`src/rtl/cpu_types_pkg.sv`:
```
// Shared CPU types: register index, hazard-controller state and pipeline control bundle.
package cpu_types_pkg;

  typedef logic [4:0] regbits_t;

  typedef enum logic [1:0] {
    RUN      = 2'd0,
    LU_STALL = 2'd1,
    MEM_WAIT = 2'd2,
    HALTED   = 2'd3
  } hz_state_t;

  typedef struct packed {
    logic pc_en;
    logic ifid_en;
    logic idex_en;
    logic exmem_en;
    logic memwb_en;
    logic ifid_flush;
    logic idex_flush;
  } hz_ctrl_t;

  localparam hz_ctrl_t CTRL_FREEZE = hz_ctrl_t'(7'b0000000);
  localparam hz_ctrl_t CTRL_ADV    = hz_ctrl_t'(7'b1111100);
  localparam hz_ctrl_t CTRL_BRANCH = hz_ctrl_t'(7'b1111111);
  localparam hz_ctrl_t CTRL_LU     = hz_ctrl_t'(7'b0011101);
  localparam hz_ctrl_t CTRL_IMISS  = hz_ctrl_t'(7'b0111110);

endpackage

```
`src/rtl/ex_hazard_ctrl_lu_detect.sv`:
```
// Combinational load-use detector: a load in EX writes a register the ID instruction reads.
module lu_detect
  import cpu_types_pkg::*;
(
  input  logic     ex_dREN,
  input  regbits_t ex_wsel,
  input  regbits_t id_rs,
  input  regbits_t id_rt,
  input  logic     id_uses_rt,
  output logic     hazard
);

  // $zero is never a real destination, so it can never create a dependency.
  assign hazard = ex_dREN && (ex_wsel != '0) &&
                  ((ex_wsel == id_rs) || (id_uses_rt && (ex_wsel == id_rt)));

endmodule

```
`src/rtl/ex_hazard_ctrl.sv`:
```
// Pipeline hazard controller: load-use bubbles, branch flushes, dcache-miss freeze, sticky halt.
module ex_hazard_ctrl
  import cpu_types_pkg::*;
#(
  parameter int unsigned LU_BUBBLES = 1,
  parameter int unsigned PERF_W     = 32
) (
  input  logic              CLK,
  input  logic              RST,
  input  regbits_t          id_rs,
  input  regbits_t          id_rt,
  input  logic              id_uses_rt,
  input  logic              ex_dREN,
  input  regbits_t          ex_wsel,
  input  logic              ex_taken,
  input  logic              mem_req,
  input  logic              mem_halt,
  input  logic              ihit,
  input  logic              dhit,
  output logic              pc_en,
  output logic              ifid_en,
  output logic              idex_en,
  output logic              exmem_en,
  output logic              memwb_en,
  output logic              ifid_flush,
  output logic              idex_flush,
  output logic              halt,
  output logic [PERF_W-1:0] stall_cycles
);

  hz_state_t         state_q, state_d;
  logic [2:0]        lu_cnt_q, lu_cnt_d;
  logic [PERF_W-1:0] stall_q;
  logic              lu_hazard;
  logic              run_eval;
  hz_ctrl_t          ctrl;

  lu_detect u_lu_detect (
    .ex_dREN    (ex_dREN),
    .ex_wsel    (ex_wsel),
    .id_rs      (id_rs),
    .id_rt      (id_rt),
    .id_uses_rt (id_uses_rt),
    .hazard     (lu_hazard)
  );

  // The dhit cycle of MEM_WAIT is a full RUN cycle, including its next-state choice.
  assign run_eval = (state_q == RUN) || ((state_q == MEM_WAIT) && dhit);

  always_comb begin
    ctrl     = CTRL_FREEZE;
    state_d  = state_q;
    lu_cnt_d = lu_cnt_q;
    if (run_eval) begin
      state_d = RUN;
      if (mem_halt) begin
        state_d = HALTED;
      end else if (mem_req && !dhit) begin
        state_d = MEM_WAIT;
      end else if (ex_taken) begin
        ctrl = CTRL_BRANCH;
      end else if (lu_hazard) begin
        ctrl = CTRL_LU;
        if (LU_BUBBLES > 1) begin
          state_d  = LU_STALL;
          lu_cnt_d = 3'(LU_BUBBLES - 1);
        end
      end else if (!ihit) begin
        ctrl = CTRL_IMISS;
      end else begin
        ctrl = CTRL_ADV;
      end
    end else if (state_q == LU_STALL) begin
      if (mem_halt) begin
        state_d  = HALTED;
        lu_cnt_d = '0;
      end else if (mem_req && !dhit) begin
        state_d  = MEM_WAIT;
        lu_cnt_d = '0;
      end else begin
        ctrl     = CTRL_LU;
        lu_cnt_d = lu_cnt_q - 3'd1;
        if (lu_cnt_q == 3'd1) state_d = RUN;
      end
    end
    if (RST) ctrl = CTRL_FREEZE;
  end

  always_ff @(posedge CLK or posedge RST) begin
    if (RST) begin
      state_q  <= RUN;
      lu_cnt_q <= '0;
      stall_q  <= '0;
    end else begin
      state_q  <= state_d;
      lu_cnt_q <= lu_cnt_d;
      if (!ctrl.pc_en && (state_q != HALTED) && (stall_q != '1))
        stall_q <= stall_q + 1'b1;
    end
  end

  assign pc_en        = ctrl.pc_en;
  assign ifid_en      = ctrl.ifid_en;
  assign idex_en      = ctrl.idex_en;
  assign exmem_en     = ctrl.exmem_en;
  assign memwb_en     = ctrl.memwb_en;
  assign ifid_flush   = ctrl.ifid_flush;
  assign idex_flush   = ctrl.idex_flush;
  assign halt         = (state_q == HALTED);
  assign stall_cycles = stall_q;

endmodule

```
`config.mk`:
```
export PLATFORM = sky130hd
export DESIGN_NAME = ex_hazard_ctrl
export DESIGN_NICKNAME = d
export VERILOG_FILES = /design/src/rtl/cpu_types_pkg.sv /design/src/rtl/ex_hazard_ctrl_lu_detect.sv /design/src/rtl/ex_hazard_ctrl.sv
export SDC_FILE = /design/constraint.sdc
export NUM_CORES = 1
export LEC_CHECK = 0
export ABC_CLOCK_PERIOD_IN_PS = 2200
export BUFFER_PORTS_ARGS = -buffer_cell sky130_fd_sc_hd__buf_4
export CAP_MARGIN = 20
export CORE_MARGIN = 2
export CORE_UTILIZATION = 51
export CTS_CLUSTER_DIAMETER = 150
export DETAILED_ROUTE_END_ITERATION = 7
export GPL_ROUTABILITY_DRIVEN = 0
export GPL_TIMING_DRIVEN = 0
export PLACE_DENSITY = 0.79
export RECOVER_POWER = 50
export REMOVE_ABC_BUFFERS = 1
export SYNTH_ARGS = -nofsm -noshare
export SYNTH_HDL_FRONTEND = slang
export SYNTH_HIERARCHICAL = 1
export SYNTH_SLANG_ARGS = --single-unit
```
`constraint.sdc`:
```
create_clock -name CLK -period 2.2 [get_ports CLK]
set_input_delay 0.11 -clock CLK [delete_from_list [all_inputs] [get_ports CLK]]
set_output_delay 0.11 -clock CLK [all_outputs]
set_load 0.05 [all_outputs]
```
==> results.toml, run 1 <==
[clock_tree]
root_buffer = "clkbuf_8"
cts_made_buffers = 5
cts.sinks = 37
insertion_delay_ns = 0.29
clk_path_buf_depth = 2
htree_levels = 2
clk_pin_slew_ns = 0.07
cts_tree = "built"

[route]
vias = 1828
drtAntennaViolNets = 0
wl_met1_um = 1963
drcViolationCount = 0
drt-total-wl_um = 4597
route.met2.wl_um = 2199
wl_met3_um = 356
avgRoutedWirePerCell_um = 13.76
dr.pass1.iters = 4
drt_iter0_drc = 89
top_layer = "met4"
vias_per_cell = 5.473

[finish]
fin_cells = 334
multi_input_area_um2 = 1129
drive_above_1_share_pct = 19.72
final_nets = 310
num-fill-cells = 356
fin_area_um2 = 2634
syn_to_final_growth_pct = 25.30
n_antenna_cell = 0
seqCellArea_um2 = 925.9

[synthesis]
ys_seq_area_share_pct = 44.05
async_reset_ff_share_pct = 100.0
synth_ff_type = "dfrtp_1"
postSynthAreaPerCell_um2 = 9.915
yosys_register_bits = 37
netlist_area_um2 = 2102
synth_edf_count = 0
postSynthCellCount = 212
yosysUniqueCellTypes = 42
ys_warn_count = 6

[critical_path]
r2r-start = "stall_cycles[24]"
worstSetupPathType = "input port to register"
worstSetupStartpoint = "ex_wsel[3]"
rrSetupSlack_ns = 0.27
critPathCaptureType = "register"
path_max_fanout = 7
worst_setup_path_start_kind = "input port"
cp_data_required_time_ns = 2.37
rr_endpoint = "stall_cycles[15]"
arrival_ns = 2.20
reg2reg_depth = 7

[place]
hpwl_um = 3478
dpl.cell_count = 322
port_buffers = 63
dpl_cell_area_um2 = 2635

[timing]
skew_ns = 0.005983
clock.fmax_mhz = 491.9
hold_violations = 0
setup_viol = 0
finalCritPeriodShare_pct = 92.42
max_slew_margin_pct = 59.34
worstMarginPinSlew_ns = 0.6125
period_minus_slack_ns = 2.033
drv_slew = 0

[floorplan]
core_um2 = 3971
initial_utilization_pct = 52.93
rows = 23
ios = 64
die_y_um = 68.20
die_area_um2 = 4651
die_w_um = 68.20

[power_and_ir_drop]
p_leak_nw = 1.254
p_per_area_nw_per_um2 = 816.1
ir_drop_mv = 0.5912
power_mw = 2.149

[run]
drv_cap = 0

[global_route]
grt_pass1_vias = 1624
grt_max_degree = 24
grt_overflow = 0
grt_pass1_wl_um = 7279
grtUsageTotal_pct = 21.17
antenna_found_initial = 0

[hold_path]
min_to = "lu_cnt_q[1]"
hold_path.startpoint = "mem_halt"
hp-class = "input port to register"
whs_path_depth = 2

[outcome]
status = "finished clean"
power by group:
part	total [mW]	switching [mW]	internal [mW]
registers	0.860	0.0989	0.761
clock network	0.449	0.224	0.225
logic	0.840	0.553	0.287
total	2.15	0.876	1.27
worst max-delay path: stages:
cell       delay [ns]
buf_4            0.13
xor2_1           0.16
nor4_2           0.29
nand3_1          0.13
a21oi_2          0.22
a2111oi_4        0.11
a21oi_2          0.28
buf_4            0.19
o21a_1           0.26
nand4_1          0.16
xnor2_1          0.16
timing repair:
item | CTS | global route
pin swaps | 1 | 1
setup endpoints to repair | 2 | 11
resized for setup | 0 | 2
setup buffers | 2 | 1
endpoints found under the hold margin | 14 | 0
hold buffers | 1 | 0
stage by stage:
| stage | TNS (ns) | setup slack [ns] | hold slack [ns] | utilization (%) |
|---|---|---|---|---|
| finish | 0 | 0.1669 | 0.08071 | 66.32 |
| global route | -0.0005331 | -0.0005331 | 0.09402 | 66.32 |
| CTS | 0 | 0.09374 | 0.05735 | 69.00 |
| detailed placement | -3.857 | -0.3144 | 0.2723 | 66.35 |
| global placement | -3.024 | -0.2820 | 0.3686 | 65.66 |
| floorplan | -1.814 | -0.5974 | 0.2123 | - |
layer usage:
| metal | GRT usage, % | up-vias |
|---|---|---|
| met3 | 4.605 | 9 |
| met2 | 35.07 | 54 |
| met5 | 0 | - |
| met4 | 8.750 | 0 |
| met1 | 26.79 | 876 |
| li1 | - | 889 |
flip-flops by register name, summed over array words and instances, names as in the netlist:
name / flops
lu_cnt_q: 3
stall_cycles: 32
state_q: 2
cells in the mapped netlist (all sizes together) (6+ instances only):
| library cell | number | share of area [%] |
|---|---|---|
| dfrtp | 37 | 44 |
| nor3 | 14 | 3.8 |
| nor2 | 16 | 2.9 |
| xnor2 | 13 | 5.4 |
| a21oi | 7 | 1.8 |
| nand4 | 11 | 4.0 |
| inv | 9 | 1.6 |
| and3 | 6 | 1.8 |
| xor2 | 26 | 11 |
| nor4 | 7 | 2.7 |
| nand3 | 13 | 3.1 |
| nand2 | 17 | 3.0 |
worst max path at each step:
stage | cells past startpoint | slack [ns] | to
finish | 11 | 0.17 | stall_cycles[23]
global route | 11 | -0.0005 | stall_cycles[23]
CTS | 10 | 0.09 | stall_cycles[6]
detailed placement | 10 | -0.31 | stall_cycles[15]
global placement | 10 | -0.28 | stall_cycles[15]
floorplan | 4 | -0.60 | exmem_en
placed cells by master, fill, tap and decap left out, types with 6 or more instances in the layout:
master	count
dfrtp_1	37
clkbuf_1	35
xnor2_1	13
xor2_1	26
and3_1	6
nand4_1	10
nand3_1	13
nand2_1	17
inv_1	9
buf_4	33
nor3_1	12
nor2_1	16
final cells by class:
| type | instances | area share, % |
|---|---|---|
| flip-flops and latches | 37 | 35.15 |
| clock buffers | 8 | 3.040 |
| well taps | 50 | 2.375 |
| repair buffers | 68 | 15.30 |
| multi-input cells | 162 | 42.85 |
| inverters | 9 | 1.283 |
cell families (layout without fill, tap and decap cells):
group	count (synthesis)	count (layout)	synth area share, %
mux	2	2	1.012
xor+xnor	39	39	16.25
simple gates	101	101	27.68
fa+ha+maj	3	3	1.786
compound gates	17	17	6.191
flops	37	37	44.05
buf+inv	13	85	3.035
(Power assumes the default switching activity.)
==> run 2, diff against run 1 <==
--- a/config.mk
+++ b/config.mk
@@ -9,12 +9,12 @@
 export BUFFER_PORTS_ARGS = -buffer_cell sky130_fd_sc_hd__buf_4
 export CAP_MARGIN = 20
 export CORE_MARGIN = 2
-export CORE_UTILIZATION = 51
+export CORE_UTILIZATION = 29
 export CTS_CLUSTER_DIAMETER = 150
 export DETAILED_ROUTE_END_ITERATION = 7
 export GPL_ROUTABILITY_DRIVEN = 0
 export GPL_TIMING_DRIVEN = 0
-export PLACE_DENSITY = 0.79
+export PLACE_DENSITY = 0.5
 export RECOVER_POWER = 50
 export REMOVE_ABC_BUFFERS = 1
 export SYNTH_ARGS = -nofsm -noshare
==> run 2 against run 1 <==
Effect of this change:
- combinational power rose by 3.7%
- global-route usage is 7.7 points lower
- the flow now finishes with violations (max-capacitance violations)
- die area rose by 71%
- via count decreased by 1.8%
- worst setup slack lost 0.055 ns
==> results.toml, run 2 (synthesis results as in run 1) <==
[outcome]
status = "finished with violations"
violations = "max-capacitance violations"

[critical_path]
path_max_fanout = 7
path_buf_inv = 2
cp_slowest_cell = "or4_1"
path_delay_family = "compound AO/OA/AOI/OAI gates"
worstSetupPathType = "input port to register"
arrival_ns = 2.26
worst_setup_path_start_kind = "input port"
path_common_cell = "buf_4"
max_stage_delay_ns = 0.51
critPathCaptureType = "register"
cp_data_required_time_ns = 2.37
cp_cell_sequence = "buf_4 -> or4_1 -> o21ai_1 -> a21oi_1 -> a2111oi_2 -> a21oi_2 -> buf_4 -> o21a_1 -> and3_1 -> xor2_1"

[timing]
fin_ws_ns = 0.1122
drv_slew = 0
skew_ns = 0.005788
finalCritPeriodShare_pct = 94.90
setup_tns_ns = 0
period_minus_slack_ns = 2.088
setup_viol = 0
worstMarginPinSlew_ns = 1.471
max_slew_margin_pct = 1.808
hold_violations = 0
clock.fmax_mhz = 479.0
rsz0062_at_grt = "true"

[power_and_ir_drop]
p_int_mw = 1.357
p_per_area_nw_per_um2 = 828.2
clock_power_share_pct = 23.7
switching_power_uw = 913.8
p_leak_nw = 1.316
sw_frac_of_total_pct = 40.25
pwr-share-seq_pct = 37.9
comb_power_share_pct = 38.3
ir_drop_mv = 0.5520

[route]
drcViolationCount = 0
dr.pass1.iters = 4
drt-total-wl_um = 5203
vias = 1796
vias_per_cell = 4.702
drtAntennaViolNets = 0
avgRoutedWirePerCell_um = 13.62
drt_iter0_drc = 105

[finish]
final_nets = 309
largest_reg_flops = 32
syn_to_final_growth_pct = 30.42
n_antenna_cell = 0
drive_above_1_share_pct = 25.09
final_common_cell = "buf_4"
final_cell_mix = "47 x buf_4, 37 x dfrtp_1, 26 x xor2_1, 19 x clkbuf_1, 17 x nand2_1"

[place]
hpwl_um = 3753
port_buffers = 63
pre_cts_ws_ns = -0.2942

[clock_tree]
clk_pin_slew_ns = 0.07
cts_made_buffers = 5
postCtsHoldBufs = 0
htree_levels = 2
insertion_delay_ns = 0.30
root_buffer = "clkbuf_8"
cts.sinks = 37
cts_setup_buffers = 0
clk_path_buf_depth = 2
cts_resized = 0
cts_tree = "built"

[floorplan]
core_um2 = 7137
die_y_um = 89.14
initial_utilization_pct = 29.45
die_area_um2 = 7945
ios = 64
rows = 31
die_w_um = 89.14

[global_route]
grt_pass1_wl_um = 8245
grtUsageTotal_pct = 13.49
grt_max_degree = 38
antenna_found_initial = 0
grt_pass1_vias = 1719
grt_overflow = 0

[hold_path]
hp-class = "input port to register"

[run]
drv_cap = 1
[run 2: cell types whose count changed in the layout (fill, tap and decap cells not counted), sizes merged]
cell	before	now
clkbuf	41	26
clkinv	0	1
dlygate4sd3	1	0
buf	34	48
[run 2: worst paths after layout]
check,endpoint,cells past startpoint,slack (ns),from
worst max-delay path,stall_cycles[6],10,0.11,ex_wsel[1]
worst min-delay path,lu_cnt_q[1],2,0.06,mem_halt
worst max register to register,stall_cycles[6],6,0.28,stall_cycles[6]
worst min register to register,lu_cnt_q[1],2,0.48,lu_cnt_q[1]
max in group asynchronous,lu_cnt_q[2],2,1.02,RST
min in group asynchronous,stall_cycles[29],2,0.30,RST
[run 2: power groups by stage]
stage	clock (mW)	combinational, mW	sequential, mW
after floorplan	0	0.404	1.01
after global placement	0	0.792	0.877
after detailed placement	0	0.800	0.875
after CTS	0.557	0.802	0.862
after global routing	0.583	0.944	0.876
final	0.538	0.871	0.862
[run 2: area by class of cell]
cell class | count | area (um^2)
repair buffers | 67 | 444.2
multi-input cells | 162 | 1112
flip-flops and latches | 37 | 925.9
fillers | 773 | 4395
clock buffers | 7 | 96.34
inverters | 9 | 33.78
clock inverters | 1 | 5.005
well taps | 99 | 123.9
[run 2: metal layers]
metal  routed length (um)  share of wire, %  GRT usage, %  up-vias
met1                 2471                47         18.17      851
li1                     -                 -             -      877
met5                    0                 0             0        -
met2                 2283                44         21.01       61
met4                   83               1.6         5.292        0
met3                  364               7.0         3.139        7
[run 2: stage by stage]
step,hold slack [ns],power [mW],std cells,util (%),area [um^2]
2_1_floorplan,0.2123,1.418,208,-,2072
3_3_place_gp,0.3721,1.669,370,37.39,2669
3_5_place_dp,0.3553,1.675,370,37.39,2669
4_1_cts,0.03586,2.221,378,38.81,2770
5_1_grt,0.06341,2.404,382,38.41,2741
6_report,0.05766,2.270,382,38.41,2741
